===== src/rtl/seg7_pkg.sv =====
// seg7_pkg: scan state type, active-high segment constants and the BCD decode
// function shared by the seven-segment scan driver and its decoder.
`default_nettype none

package seg7_pkg;

   typedef enum logic [0:0] {
      SCAN_ONES = 1'b0,
      SCAN_TENS = 1'b1
   } scan_state_t;

   // Segment order is {g,f,e,d,c,b,a}, active-high.
   localparam logic [6:0] SEG_0    = 7'b0111111;
   localparam logic [6:0] SEG_1    = 7'b0000110;
   localparam logic [6:0] SEG_2    = 7'b1011011;
   localparam logic [6:0] SEG_3    = 7'b1001111;
   localparam logic [6:0] SEG_4    = 7'b1100110;
   localparam logic [6:0] SEG_5    = 7'b1101101;
   localparam logic [6:0] SEG_6    = 7'b1111101;
   localparam logic [6:0] SEG_7    = 7'b0000111;
   localparam logic [6:0] SEG_8    = 7'b1111111;
   localparam logic [6:0] SEG_9    = 7'b1101111;
   localparam logic [6:0] SEG_DASH = 7'b1000000;
   localparam logic [6:0] SEG_OFF  = 7'b0000000;

   function automatic logic [6:0] bcd_to_seg(input logic [3:0] bcd);
      logic [6:0] seg;
      case (bcd)
         4'd0:    seg = SEG_0;
         4'd1:    seg = SEG_1;
         4'd2:    seg = SEG_2;
         4'd3:    seg = SEG_3;
         4'd4:    seg = SEG_4;
         4'd5:    seg = SEG_5;
         4'd6:    seg = SEG_6;
         4'd7:    seg = SEG_7;
         4'd8:    seg = SEG_8;
         4'd9:    seg = SEG_9;
         default: seg = SEG_DASH;
      endcase
      return seg;
   endfunction

endpackage

`default_nettype wire


===== src/rtl/bcd_to_seg7.sv =====
// bcd_to_seg7: combinational BCD to active-high seven-segment decoder;
// codes 10-15 show a dash.
`default_nettype none

module bcd_to_seg7
   import seg7_pkg::*;
(
   input  logic [3:0] bcd,
   output logic [6:0] seg
);

   assign seg = bcd_to_seg(bcd);

endmodule

`default_nettype wire


===== src/rtl/seg7_scan_driver.sv =====
// seg7_scan_driver: two-digit multiplexed seven-segment driver with per-slot
// guard interval, frame-atomic digit capture and optional leading-zero blanking.
`default_nettype none

module seg7_scan_driver
   import seg7_pkg::*;
#(
   parameter int REFRESH_DIV  = 50000,
   parameter int GUARD_CYCLES = 500,
   parameter int ACTIVE_LOW   = 1
) (
   input  logic       clk,
   input  logic       reset,
   input  logic [3:0] dig_ones,
   input  logic [3:0] dig_tens,
   input  logic       blank_lead_zero,
   output logic [6:0] seg,
   output logic [1:0] an,
   output logic       frame_start
);

   localparam int            CW      = (REFRESH_DIV > 2) ? $clog2(REFRESH_DIV) : 1;
   localparam logic [CW-1:0] CNT_MAX = CW'(REFRESH_DIV - 1);
   localparam logic [CW:0]   GUARD   = (CW + 1)'(GUARD_CYCLES);
   localparam logic          POL     = (ACTIVE_LOW != 0);

   scan_state_t   state;
   scan_state_t   state_next;
   logic [CW-1:0] cnt;
   logic [3:0]    sh_ones;
   logic [3:0]    sh_tens;

   logic       slot_end;
   logic       in_guard;
   logic       capture;
   logic       tens_blank;
   logic [3:0] dig_sel;
   logic [6:0] seg_dec;
   logic [6:0] seg_next;
   logic [1:0] an_next;

   assign slot_end   = (cnt == CNT_MAX);
   assign in_guard   = ({1'b0, cnt} < GUARD);
   assign capture    = (state == SCAN_TENS) && slot_end;
   assign tens_blank = blank_lead_zero && (sh_tens == 4'd0);
   assign dig_sel    = (state == SCAN_TENS) ? sh_tens : sh_ones;

   bcd_to_seg7 u_dec (
      .bcd (dig_sel),
      .seg (seg_dec)
   );

   always_ff @(posedge clk) begin
      if (reset) begin
         state <= SCAN_ONES;
      end else begin
         state <= state_next;
      end
   end

   always_comb begin
      state_next = state;
      if (slot_end) begin
         state_next = (state == SCAN_ONES) ? SCAN_TENS : SCAN_ONES;
      end
   end

   // Active-high intent; polarity is applied at the output register.
   always_comb begin
      seg_next = SEG_OFF;
      an_next  = 2'b00;
      if (!in_guard) begin
         if (state == SCAN_ONES) begin
            an_next  = 2'b01;
            seg_next = seg_dec;
         end else if (!tens_blank) begin
            an_next  = 2'b10;
            seg_next = seg_dec;
         end
      end
   end

   always_ff @(posedge clk) begin
      if (reset) begin
         cnt     <= '0;
         sh_ones <= 4'd0;
         sh_tens <= 4'd0;
      end else begin
         cnt <= slot_end ? '0 : cnt + 1'b1;
         if (capture) begin
            sh_ones <= dig_ones;
            sh_tens <= dig_tens;
         end
      end
   end

   always_ff @(posedge clk) begin
      if (reset) begin
         seg         <= SEG_OFF ^ {7{POL}};
         an          <= 2'b00 ^ {2{POL}};
         frame_start <= 1'b0;
      end else begin
         seg         <= seg_next ^ {7{POL}};
         an          <= an_next ^ {2{POL}};
         frame_start <= capture;
      end
   end

endmodule

`default_nettype wire


===== config.mk =====
export PLATFORM = sky130hd
export DESIGN_NAME = seg7_scan_driver
export DESIGN_NICKNAME = d
export VERILOG_FILES = /design/src/rtl/seg7_pkg.sv /design/src/rtl/bcd_to_seg7.sv /design/src/rtl/seg7_scan_driver.sv
export SDC_FILE = /design/constraint.sdc
export NUM_CORES = 1
export LEC_CHECK = 0
export ABC_AREA = 1
export BUFFER_PORTS_ARGS = -buffer_cell sky130_fd_sc_hd__buf_4
export CORE_MARGIN = 2
export CORE_UTILIZATION = 40
export DETAILED_ROUTE_END_ITERATION = 8
export GPL_TIMING_DRIVEN = 0
export SYNTH_ARGS = -nofsm -noshare
export SYNTH_HDL_FRONTEND = slang
export SYNTH_SLANG_ARGS = --single-unit
export TNS_END_PERCENT = 20

===== constraint.sdc =====
create_clock -name clk -period 3.8 [get_ports clk]
set_clock_uncertainty 0.2 [all_clocks]
set_input_delay 0.38 -clock clk [delete_from_list [all_inputs] [get_ports clk]]
set_output_delay 0.38 -clock clk [all_outputs]
set_load 0.005 [all_outputs]

* After elaboration in Yosys (flattened, before gate mapping)
Memory sizes are Yosys's and may differ from the RTL's. Cells that the tools add are included.
Word-level totals: memory bits (read-only) 112, register bits after elaboration 35, bits of input ports 11, memories kept 1, word-level logic and storage cells 25
Cells by class: $add $sub $neg 1, equality and inequality tests 1, order comparisons 1, bitwise operators 2, muxes and demuxes 8, reduce and logical (&&, ||, !) cells 4
Memories:
- (name not given) | depth 16, bits a word 7, read ports 1, clocked after Yosys merged registers in 0, wr ports 0, RTL line seg7_pkg.sv:28 | case (bcd)
Operators by type and width (count):
- $mux 7 | 3
- $add 16x1->16 const B | 1
- $eq 16x16->1 const B | 1
- $lt 16x9->1 const B | 1
- $not 7->7 | 1
- $mux 2 | 3
- $logic_not 4->1 | 1
- $mux 4 | 1
- $logic_and 1x1->1 | 2
- $not 2->2 | 1
- $reduce_or 2->1 | 1
- $mux 1 | 1

* Depth between registers and ports, before layout
depth after elaboration 6, gate-level depth with buffers 9, depth with buffers taken out 8

* Modules after synthesis
From an unflattened synthesis, not the netlist that was laid out.
Unflattened totals: cell total of the unflattened synthesis 268, area, all modules 1836.8 µm²
Modules (own cells, without submodules):
- seg7_scan_driver | seq. area each 700.7 µm², cells an instance 232, area an instance 1644.1 µm², instances 1
- bcd_to_seg7 | seq. area each 0.0 µm², cells an instance 36, area an instance 192.7 µm², instances 1

* Worst setup path before layout
Ideal clock, no wire load.
kind reg2reg, from reg state, to reg seg[6], data arrival time 1338 ps, path buffers 1, stages on the path, launching flop included 8, required time 3482 ps, library setup time 118 ps, period minus slack after synthesis 1656 ps, setup slack 2144 ps, path through dfxtp_1 > buf_4 > o21ai_2 > inv_1 > ha_1 > or2_2 > o211ai_1 > nand2_1
Between the ends: word-level cells in the longest chain between the ends 6
Ends and longest elaborated chain:
- start: declaration | RTL line seg7_scan_driver.sv:27 | scan_state_t state;
- start signal: assignment | RTL line seg7_scan_driver.sv:57 | state <= state_next;
- $mux 4 | RTL line seg7_scan_driver.sv:46 | assign dig_sel = (state == SCAN_TENS) ? sh_tens : sh_ones;
- $mem_v2 16x7
- $mux 7 | RTL line seg7_scan_driver.sv:76 | end else if (!tens_blank) begin
- $mux 7 * | RTL line seg7_scan_driver.sv:73 | if (state == SCAN_ONES) begin
- $mux 7 * | RTL line seg7_scan_driver.sv:72 | if (!in_guard) begin
- $not 7->7 (no source line) *
- end signal: assignment | RTL line seg7_scan_driver.sv:99 | seg <= SEG_OFF ^ {7{POL}};
- end signal: assignment | RTL line seg7_scan_driver.sv:103 | seg <= seg_next ^ {7{POL}};
- end: declaration | RTL line seg7_scan_driver.sv:17 | output logic [6:0] seg,
Mark *: on every way between the ends. The rest lies on a longest branch, timed or not. A chain may end at the register's enable or synchronous reset.

* Worst setup path in the final report
Ends and elaborated chain as after synthesis.

==> results.cfg <==
[worst_setup_path]
r2r-start = state$_SDFFE_PP0N_
crit_path_start_kind = register
critPathKind = register to register
cp.required_ns = 3.78
arrival_ns = 1.76
cp_max_fo = 9
endpoint_kind = register
crit_start = state$_SDFFE_PP0N_

[hold_path]
hold_path_startpoint = reset
min_path_type = input pin to register

[global_route]
grt_pass1_wl_um = 5865
overflow = 0
grt_max_degree = 13
use_met3_pct = 5.087
busiest_layer = met1
antenna_found_initial = 0
grtUsageMet2_pct = 21.15
first_global_vias = 1301
grt.met1_usage_pct = 21.27
grt_usage_pct = 14.94

[synthesis]
synthCells = 232
ys_types = 30
avgSynthCellArea_um2 = 7.351
ys_seq_elements = 35
synth.top_cell.area_share_pct = 41.09
ys_seq_area_share_pct = 41.09
async_reset_ff_share_pct = 0
ys.flop_type = dfxtp_1
post-synth-top-area-cell = dfxtp_1
synth_edf_count = 0
ys_top_cells_by_area = dfxtp_1 41%, nand2_1 13%, nand3_1 5.9%, inv_1 5.3%, nand4_1 4.8%
synth_nets = 249
synthesis.area_um2 = 1705
ys_warn_count = 0

[finish]
area_growth_pct = 20.47
design_area_um2 = 2054
drive_gt1_share_pct = 20.00
fin_nets = 276
antenna_cells = 0
nFillCells = 400

[drt]
postRouteAntennaNets = 0
viasPerCell = 4.729
wl_per_cell_um = 10.83
drt_wl_total_um = 3356
vias = 1466
drtPass1Iterations = 4
drc_errors = 0
drt_iter0_drc = 63

[floorplanning]
coreArea_um2 = 4058
row_count = 23
dieArea_um2 = 4802
initial_core_util_pct = 42.03
die_h_um = 69.30
fp.dieW_um = 69.30
io_pins = 21

[sta]
worst_slew_pin_slew_ns = 0.4334
timing.fmax_ghz = 0.5603
finalWorstSetupSlack_ns = 2.015
slew_headroom_pct = 70.89
holdWs_ns = 0.06174
fin_tns_setup_ns = 0
min_period_ns = 1.785
setup_violations = 0
drv_slew = 0
fin_crit_sh_pct = 46.96
hold_viol = 0
rsz0062_at_grt = false

[clocking]
cts_hold_buf = 0
post_cts_buffers = 0
clockBufferDepth = 2
clkTransAtPathRegs_ns = 0.07
clkLatencyLatePin_ns = 0.29
htree_num_levels = 2
cts-buffers-inserted = 5
clock_sinks = 35
clock-root-buffer = clkbuf_8
ctsResizeCount = 0
tritoncts = built

[power]
cellLeakagePower_uw = 0.0008555
peakVddDrop_mv = 0.2610
power.total_uw = 790.8
p_per_area_nw_per_um2 = 384.9

[placed_design]
pre_cts_slack_ns = 2.012
place_area_um2 = 1918
io_buffer_count = 20
place.gp.congestion = 0.8086
dpl.hpwl_um = 2565

[job]
cap_violations = 0

[run_status]
outcome = finished, final reports clean
worst max-delay path, stage by stage, from the launching register on:
cell	delay, ns
dfxtp_1	0.30
buf_4	0.16
o21ai_2	0.27
inv_1	0.10
ha_1	0.18
or2_2	0.30
o211ai_1	0.08
nand2_1	0.07
cells in the final DEF (no fill, tap or decap), drive strengths merged, types with 6 or more instances in the layout:
cell type and instances:
o21ai 9, ha 6, a21oi 8, clkbuf 6
inv 28, nand3 23, nor2 28, nand2 63
dfxtp 35, nor3 6, nand4 14, buf 23
worst paths after layout:
| path | slack, ns | cells past startpoint | endpoint |
|---|---|---|---|
| max reg2reg | 2.02 | 7 | seg[6]$_SDFF_PP1_ |
| min reg2reg | 0.26 | 1 | cnt[0]$_SDFF_PP0_ |
| max | 2.02 | 7 | seg[6]$_SDFF_PP1_ |
| min | 0.06 | 2 | frame_start$_SDFF_PP0_ |
area by class of cell:
class / instances / area (µm²) / share of cell area, %
Sequential cell: 35 / 700.7 / 34.10
Inverter: 29 / 108.9 / 5.298
Tap cell: 50 / 62.56 / 3.045
Multi-Input combinational cell: 164 / 868.3 / 42.27
Buffer: 4 / 27.53 / 1.340
Clock buffer: 5 / 68.82 / 3.350
Timing Repair Buffer: 20 / 150.1 / 7.308
Clock inverter: 3 / 67.56 / 3.289
sequential cells by signal, summed over array words and instances (netlist names):
signal and flops:
an 2, seg 7, cnt 16, state 1, sh_tens 4, frame_start 1, sh_ones 4
per-layer routing:
layer	up-vias	share of wire [%]
li1	806	-
met3	5	6.6
met1	622	52
met4	0	1.3
met5	-	0
met2	33	40
cells by family (layout without fill, tap and decap cells):
family          after synthesis  after routing  synth area share [%]
compound gates               19             19                 6.750
xor+xnor                      3              3                 1.541
fa+ha+maj                     6              6                 4.402
buf+inv                      33             61                 7.996
flops                        35             35                 41.09
mux                           1              1                0.5870
simple gates                135            135                 37.64
power by group:
| part | leakage [µW] | switching (µW) | internal (µW) |
|---|---|---|---|
| clock network | 0.0000644 | 136 | 262 |
| logic | 0.000508 | 10.9 | 10.6 |
| registers | 0.000283 | 2.59 | 369 |
| total | 0.000856 | 149 | 641 |
synth_stat cells (2+ instances only):
cell type	instances
nor2_1	21
nand3_1	20
nand2_1	60
nand2_2	2
nor2_2	5
ha_1	6
nor3_1	6
inv_1	24
nand3_2	3
xor2_1	3
nand4_1	13
nor2_4	2
o21ai_0	6
dfxtp_1	35
a21oi_1	8
inv_2	4
metrics by stage:
stage                     cells  utilization, %
final                       310           50.63
after global placement      302           47.27
after detailed placement    302           47.27
after CTS                   310           50.63
after global routing        310           50.63
after floorplan             232               -
Note: power is estimated with default switching activity, not from simulation.
